--- src/rtl/i2s_rx_fifo.sv ---
// I2S receiver: deserialises one slot per lr_clk phase (one-bit-delayed I2S framing)
// and queues completed words with their channel tag in a small synchronous FIFO.
module i2s_rx_fifo #(
  parameter int DEPTH  = 8,
  parameter int WORD_W = 32
) (
  input  logic                     clk,
  input  logic                     rst,
  input  logic                     lr_clk,
  input  logic                     i2s_in,
  input  logic                     out_ready,
  input  logic                     clr_flags,
  output logic [WORD_W-1:0]        out_data,
  output logic                     out_chan,
  output logic                     out_valid,
  output logic [$clog2(DEPTH):0]   fill_level,
  output logic                     overflow,
  output logic                     short_frame,
  output logic                     sign_err
);

  localparam int PW       = $clog2(DEPTH);
  localparam int CNTW     = PW + 1;
  localparam int CW       = $clog2(WORD_W + 1);
  localparam int SIGN_LSB = 22;

  // Output handshake: a word leaves the FIFO on a rising clk edge where
  // out_valid && out_ready; out_data/out_chan hold the oldest word while out_valid.

  logic              ws_d;
  logic              frame_open;
  logic [CW-1:0]     bit_cnt;
  logic [WORD_W-2:0] shreg;
  logic              chan;
  logic              pend_valid;
  logic [WORD_W-1:0] pend_data;
  logic              pend_chan;

  logic ws_edge, last_bit, short_hit;

  assign ws_edge   = (lr_clk != ws_d);
  assign last_bit  = frame_open && (bit_cnt == CW'(WORD_W - 1));
  assign short_hit = ws_edge && frame_open && (bit_cnt < CW'(WORD_W - 1));

  // Deserialiser. The LSB may arrive in the same cycle as the next ws edge,
  // so completion is checked before the new frame is opened.
  always_ff @(posedge clk or negedge rst) begin
    if (!rst) begin
      ws_d       <= 1'b0;
      frame_open <= 1'b0;
      bit_cnt    <= '0;
      shreg      <= '0;
      chan       <= 1'b0;
      pend_valid <= 1'b0;
      pend_data  <= '0;
      pend_chan  <= 1'b0;
    end else begin
      ws_d       <= lr_clk;
      pend_valid <= last_bit;
      if (last_bit) begin
        pend_data <= {shreg, i2s_in};
        pend_chan <= chan;
      end
      if (ws_edge) begin
        frame_open <= 1'b1;
        bit_cnt    <= '0;
        chan       <= lr_clk;
      end else if (frame_open && (bit_cnt < CW'(WORD_W))) begin
        shreg   <= {shreg[WORD_W-3:0], i2s_in};
        bit_cnt <= bit_cnt + 1'b1;
      end
    end
  end

  logic [WORD_W:0]   mem [DEPTH];
  logic [PW-1:0]     wr_ptr, rd_ptr;
  logic [CNTW-1:0]   count;
  logic              full, pop, wr_en, drop, sign_bad;

  assign full     = (count == CNTW'(DEPTH));
  assign pop      = out_valid && out_ready;
  assign wr_en    = pend_valid && (!full || pop);
  assign drop     = pend_valid && full && !pop;
  assign sign_bad = !((&pend_data[WORD_W-1:SIGN_LSB]) || ~(|pend_data[WORD_W-1:SIGN_LSB]));

  always_ff @(posedge clk) begin
    if (wr_en) mem[wr_ptr] <= {pend_chan, pend_data};
  end

  // Pointers wrap naturally because DEPTH is a power of two.
  always_ff @(posedge clk or negedge rst) begin
    if (!rst) begin
      wr_ptr <= '0;
      rd_ptr <= '0;
      count  <= '0;
    end else begin
      if (wr_en) wr_ptr <= wr_ptr + 1'b1;
      if (pop)   rd_ptr <= rd_ptr + 1'b1;
      count <= count + CNTW'(wr_en) - CNTW'(pop);
    end
  end

  // Sticky flags: a set condition in the same cycle beats clr_flags.
  always_ff @(posedge clk or negedge rst) begin
    if (!rst) begin
      overflow    <= 1'b0;
      short_frame <= 1'b0;
      sign_err    <= 1'b0;
    end else begin
      overflow    <= drop                 || (overflow    && !clr_flags);
      short_frame <= short_hit            || (short_frame && !clr_flags);
      sign_err    <= (wr_en && sign_bad)  || (sign_err    && !clr_flags);
    end
  end

  assign out_valid  = (count != '0);
  assign fill_level = count;
  assign out_data   = out_valid ? mem[rd_ptr][WORD_W-1:0] : '0;
  assign out_chan   = out_valid ? mem[rd_ptr][WORD_W]     : 1'b0;

endmodule

--- config.mk ---
export PLATFORM = sky130hd
export DESIGN_NAME = i2s_rx_fifo
export DESIGN_NICKNAME = d
export VERILOG_FILES = /design/src/rtl/i2s_rx_fifo.sv
export SDC_FILE = /design/constraint.sdc
export NUM_CORES = 1
export LEC_CHECK = 0
export ABC_AREA = 0
export CELL_PAD_IN_SITES_DETAIL_PLACEMENT = 1
export CELL_PAD_IN_SITES_GLOBAL_PLACEMENT = 1
export CORE_UTILIZATION = 45
export CTS_CLUSTER_SIZE = 24
export DETAILED_ROUTE_END_ITERATION = 6
export PLACE_DENSITY_LB_ADDON = 0.1
export SLEW_MARGIN = 20
export SYNTH_ARGS = -nofsm -noshare
export SYNTH_HDL_FRONTEND = slang
export SYNTH_SLANG_ARGS = --single-unit
--- constraint.sdc ---
create_clock -name clk -period 6.7 [get_ports clk]
set_clock_uncertainty 0.1 [all_clocks]
set_input_delay 2.01 -clock clk [delete_from_list [all_inputs] [get_ports clk]]
set_output_delay 2.01 -clock clk [all_outputs]
set_load 0.02 [all_outputs]
==> flow_summary_export.csv, run 1 <==
group,metric,value,unit
synth,synth_edf_count,264,
clock_tree,numClockSinks,351,
synth,synthAdderAreaFrac,0.8816,%
floorplan,boundaryPins,47,
synth,synth_simple_gate_area_share,2.819,%
global_route,grt_pass1_vias,7056,
clock_tree,cts_tree,"yes",
layout,multi_input_area,3348,sq um
clock_tree,cts-htree-levels,2,
timing,worst_pin_slew,0.9235,ns
run,cap_violations,0,
floorplan,num_rows,63,
floorplan,initial_core_util,45.85,%
synth,synth_flop_cell,"edfxtp_1",
global_route,antenna_found_initial,0,
synth,syn_area,13620,sq um
hold_path,hp-class,"reg2reg",
floorplan,dieArea,30980,sq um
timing,slew_headroom,38.43,%
setup_path,arrival,3.23,ns
timing,finalCritPeriodShare,79.64,%
routing,ant_nets,0,
outcome,outcome,"finished clean",
synth,async_flop_share,24.79,%
timing,fmax,187.4,MHz
clock_tree,cts_resized,0,
place,place_congestion,0.7075,
synth,synth_largest_area_cell,"edfxtp_1",
synth,avgSynthCellArea,20.30,sq um
synth,synth_top_area_share,58.19,%
layout,num-fill-cells,2609,
routing,routed_wl,26800,um
power,powerDensity,394.4,nW/um^2
synth,synth.area.top_cells,"edfxtp_1 (58%), dfrtp_1 (16%), mux4_2 (11%), mux2_2 (5.2%), mux2i_1 (2.6%)",
clock_tree,clock_path_buffers,3,
clock_tree,cts_made_buffers,37,
routing,via_count,6318,
place,place_hpwl,15260,um
global_route,grt_pass1_wl,41930,um
setup_path,path_class,"reg2out",
place,port-buffer-count,46,
global_route,grt_max_degree,50,
setup_path,critPathLaunchType,"flip-flop",
layout,drive_gt1_share,28.68,%
layout,regArea,10110,sq um
synth,ys_ff_latch,351,
clock_tree,path_clk_slew,0.06,ns
setup_path,required,4.59,ns
timing,fin_setup_tns,0,ns
setup_path,worst_path_max_delay_cell,"dfrtp_4",
synth,yosysUniqueCellTypes,42,
clock_tree,root_buffer,"clkbuf_16",
power,max-vdd-ir-drop,230.2,uV
synth,synth_top_family_by_area,"multiplexers",
timing,setup_viol,0,
synth,netlist_top_cells_count,"edfxtp_1 (264), dfrtp_1 (87), mux4_2 (66)",
layout,antennaDiodeCount,0,
routing,viasPerCell,5.428,
synth,synth-compound-area-share,0.7990,%
global_route,groute.usage.overall,18.24,%
global_route,grt_overflow,0,
setup_path,slowest_delay,0.85,ns
setup_path,path_max_fanout,32,
synth,yosysWarnings,0,
power,leakage,5.864,nW
synth,synth.most_common_cell,"edfxtp_1",
synth,syn_nets,686,
timing,rsz0062_at_grt,"false",
timing,period_minus_slack,5.336,ns
layout,syn_to_final_growth,15.91,%
floorplan,fp.dieH,176,um
routing,drcViolationCount,0,
floorplan,die_x,176,um
timing,finalHoldViolations,0,
clock_tree,clk-insertion-delay-late,0.51,ns
setup_path,critical_path.cell_chain,"buf_4, mux4_2, mux2i_1, nor2_1, clkdlybuf4s50_1",
routing,dr.pass1.iters,4,
routing,wire_per_inst,23.03,um
routing,first_iter_violations,510,
setup_path,endpoint_kind,"output port",
timing,slew_violations,0,
clock_tree,post_cts_buffers,0,
synth,ys_seq_area_share,74.17,%
synth,synth_mux_area_share,18.99,%
layout,nets,760,
floorplan,fp.coreArea,29720,sq um
synth,synth_xor_area_share,0.6337,%
clock_tree,hold_buffers,0,
layout,fin_util,53.14,%
synth,synth_cells,671,
layer usage:
layer	GRT usage, %	up-vias	wire length [um]
met4	4.312	0	448
met5	0	-	0
li1	-	2797	-
met3	2.649	40	732
met1	23.45	3398	11570
met2	32.64	83	14050
final timing paths:
check / start / endpoint / depth (start not counted) / slack, ns
max in group asynchronous: rst / rd_ptr[0]$_DFFE_PN0N_ / 2 / 4.08
max reg2reg: fill_level[2]$_DFF_PN0_ / fill_level[2]$_DFF_PN0_ / 11 / 3.41
min in group asynchronous: rst / pend_data[7]$_DFFE_PN0P_ / 1 / 1.41
min reg2reg: shreg[30]$_DFFE_PN0P_ / pend_data[31]$_DFFE_PN0P_ / 1 / 0.39
min: shreg[30]$_DFFE_PN0P_ / pend_data[31]$_DFFE_PN0P_ / 1 / 0.39
max: rd_ptr[0]$_DFFE_PN0N_ / out_data[19] / 5 / 1.36
report_power, final:
part	switching [mW]	internal, mW
clock network	0.805	1.20
logic	0.700	0.855
registers	0.244	2.43
total	1.75	4.48
layout by cell type (no fill, tap or decap), drive strengths merged, types with 5 or more instances in the layout:
| master | instances |
|---|---|
| ha | 8 |
| clkbuf | 56 |
| buf | 19 |
| dfrtp | 87 |
| clkinv | 8 |
| mux2 | 66 |
| edfxtp | 264 |
| xnor2 | 5 |
| inv | 12 |
| nand2 | 7 |
| nand2b | 5 |
| mux2i | 35 |
| nor2 | 45 |
| mux4 | 66 |
| clkdlybuf4s50 | 45 |
state kept, by name (all words and copies together), names as in the netlist:
name,cells
mem,264
pend_data,32
shreg,31
bit_cnt,6
fill_level,4
rd_ptr,3
wr_ptr,3
chan,1
frame_open,1
overflow,1
pend_chan,1
pend_valid,1
short_frame,1
sign_err,1
ws_d,1
area by class of cell:
type / count / area share (%)
clock buffers: 56 / 6.838
clock inverters: 12 / 0.7527
repair buffers: 64 / 3.835
well taps: 390 / 3.090
multi-input cells: 281 / 21.20
inverters: 10 / 0.2377
flip-flops and latches: 351 / 64.04
worst max-delay path: cells and delay by family, from the launching register on:
kind | cells | cell delay (ns)
DFF | 1 | 0.85
muxes | 2 | 0.74
and+or+nand+nor | 1 | 0.06
buffers and inverters | 2 | 1.05
kinds of logic (layout without fill, tap and decap cells):
| logic type | Yosys count | count (layout) |
|---|---|---|
| flip-flops | 351 | 351 |
| XOR/XNOR | 9 | 9 |
| AO/OA/AOI/OAI | 14 | 14 |
| adder cells (fa/ha/maj) | 9 | 9 |
| buffers and inverters | 39 | 142 |
| multiplexers | 167 | 167 |
| AND/OR/NAND/NOR | 82 | 82 |
through the flow:
stage | hold WS (ns) | total power, mW | worst slack [ns] | area [sq um] | instances
floorplan | 0.3676 | 3.729 | 0.5507 | 13620 | 671
global placement | 0.3859 | 4.278 | 1.747 | 14560 | 1095
detailed placement | 0.3894 | 4.313 | 1.812 | 14590 | 1096
CTS | 0.3995 | 6.327 | 1.261 | 15780 | 1164
global route | 0.4242 | 6.505 | 1.099 | 15790 | 1164
finish | 0.3908 | 6.229 | 1.364 | 15790 | 1164
Power figures use the tool's default switching activity.
==> run 2: changes to the inputs <==
Clock period 6.7 ns to 4.8 ns, I/O delays scaled along.
==> run 2 against run 1 <==
Against the previous run: worst setup slack got worse by 1.1 ns; total power increased by 41%; combinational power is 50% higher; die area is the same; largest power group unchanged; non-clock buffer count rose by 3; global-route usage is 0.51 points higher; sequential share of layout area shrank 0.42 points; first-iteration DRC count decreased by 15%; utilization rose by 0.34 points; register-to-register slack got worse by 1.5 ns; hold slack better by 0.014 ns; cell area is 0.64% higher.
==> flow_summary_export.csv, run 2 (same netlist as run 1, synthesis figures left out) <==
group,metric,value,unit
outcome,outcome,"finished clean",
global_route,groute.usage.overall,18.75,%
clock_tree,post_cts_buffers,0,
timing,finalCritPeriodShare,93.89,%
timing,slew_headroom,51.50,%
routing,viasPerCell,5.457,
floorplan,fp.dieH,176,um
timing,timing.final.ws_setup,0.2932,ns
floorplan,dieArea,30980,sq um
clock_tree,clk-insertion-delay-late,0.51,ns
setup_path,slowest_delay,0.76,ns
timing,fin_setup_tns,0,ns
setup_path,arrival,2.97,ns
timing,period_minus_slack,4.507,ns
layout,drive_gt1_share,29.05,%
clock_tree,numClockSinks,351,
setup_path,critical_path.cell_chain,"buf_12, mux4_2, mux2i_1, nor2_1, clkdlybuf4s50_1",
timing,finalHoldViolations,0,
timing,worst_pin_slew,0.7264,ns
routing,dr.pass1.iters,6,
power,leakage,5.904,nW
routing,wire_per_inst,23.42,um
clock_tree,root_buffer,"clkbuf_16",
routing,routed_wl,27360,um
setup_path,path_class,"reg2out",
global_route,antenna_found_initial,0,
floorplan,fp.coreArea,29720,sq um
setup_path,endpoint_kind,"output port",
setup_path,critPathLaunchType,"flip-flop",
layout,syn_to_final_growth,16.65,%
place,pre_cts_ws,0.7504,ns
global_route,grt_max_degree,50,
clock_tree,cts-htree-levels,2,
routing,first_iter_violations,435,
layout,antennaDiodeCount,0,
floorplan,num_rows,63,
clock_tree,path_clk_slew,0.06,ns
clock_tree,clock_path_buffers,3,
clock_tree,cts_tree,"yes",
clock_tree,cts_resized,0,
setup_path,required,3.26,ns
layout,final_common_cell,"edfxtp_1",
floorplan,initial_core_util,45.85,%
place,place_congestion,0.6900,
clock_tree,hold_buffers,0,
power,powerDensity,552.7,nW/um^2
power,max-vdd-ir-drop,309.6,uV
routing,via_count,6374,
layout,top_register,"mem",
floorplan,boundaryPins,47,
routing,drcViolationCount,0,
place,place_hpwl,15520,um
setup_path,cpLargestDelayFamily,"buffers and inverters",
global_route,grt_pass1_vias,7113,
routing,ant_nets,0,
layout,nets,764,
floorplan,die_x,176,um
setup_path,r2r_start,"fill_level[1]$_DFF_PN0_",
global_route,grt_overflow,0,
layout,layout_common_cells,"edfxtp_1 (264), dfrtp_1 (84), mux4_2 (66)",
clock_tree,cts_made_buffers,38,
layout,largest_register_ff_count,264,
timing,slew_violations,0,
global_route,grt_pass1_wl,42950,um
layout,reg_top3,"mem x264, pend_data x32, shreg x31",
hold_path,hp-class,"reg2reg",
setup_path,setup.worst_path.start,"rd_ptr[0]$_DFFE_PN0N_",
run,cap_violations,0,
place,port-buffer-count,46,
setup_path,path_max_fanout,25,
hold_path,min_from,"shreg[30]$_DFFE_PN0P_",
setup_path,crit_buf_inv,2,
timing,setup_viol,0,
setup_path,worst_path_max_delay_cell,"dfrtp_4",
timing,fmax,221.9,MHz
timing,rsz0062_at_grt,"false",
run 2: final timing paths:
path / slack, ns / end / depth (start not counted)
setup / recovery: 0.29 / out_data[17] / 5
hold / removal: 0.41 / shreg[30]$_DFFE_PN0P_ / 1
setup reg to reg: 1.88 / fill_level[2]$_DFF_PN0_ / 10
hold reg to reg: 0.41 / shreg[30]$_DFFE_PN0P_ / 1
max in group asynchronous: 2.88 / pend_data[10]$_DFFE_PN0P_ / 2
min in group asynchronous: 0.86 / bit_cnt[5]$_DFFE_PN0P_ / 1
run 2: power breakdown:
| part | internal (mW) | switching (mW) | total, mW |
|---|---|---|---|
| sequential | 3.39 | 0.263 | 3.65 |
| clock | 1.67 | 1.13 | 2.80 |
| combinational | 1.25 | 1.09 | 2.33 |
run 2: final cells by class:
cell class | count | area [sq um]
Multi-Input combinational cell | 281 | 3357
Timing Repair Buffer | 67 | 678.2
Fill cell | 2601 | 13820
Tap cell | 390 | 488.0
Clock inverter | 12 | 63.81
Sequential cell | 351 | 10110
Clock buffer | 57 | 1157
Inverter | 10 | 37.54
run 2: per-layer routing:
metal  global-route usage, %  share of wire, %  up-vias
met2                   32.53                52       97
met3                   2.864               3.2       44
met1                   24.77                43     3415
li1                        -                 -     2818
met4                   4.891               1.8        0
met5                       0                 0        -
run 2: worst reg2reg max path: cells and delay by family (launching register included):
family,cells,cell delay [ns]
xor+xnor,1,0.14
fa+ha+maj,2,0.59
buf+inv,3,0.70
flops,1,0.46
mux,1,0.23
simple gates,3,0.60
run 2: through the flow:
step | total power [mW] | util (%) | cell area (sq um) | hold slack (ns) | cells
4_1_cts | 8.923 | 53.45 | 15890 | 0.4079 | 1168
2_1_floorplan | 5.205 | - | 13630 | 0.3676 | 671
5_1_grt | 9.188 | 53.48 | 15890 | 0.4391 | 1168
3_5_place_dp | 6.105 | 49.35 | 14660 | 0.3947 | 1099
3_3_place_gp | 6.066 | 49.35 | 14660 | 0.3868 | 1099
6_report | 8.784 | 53.48 | 15890 | 0.4051 | 1168
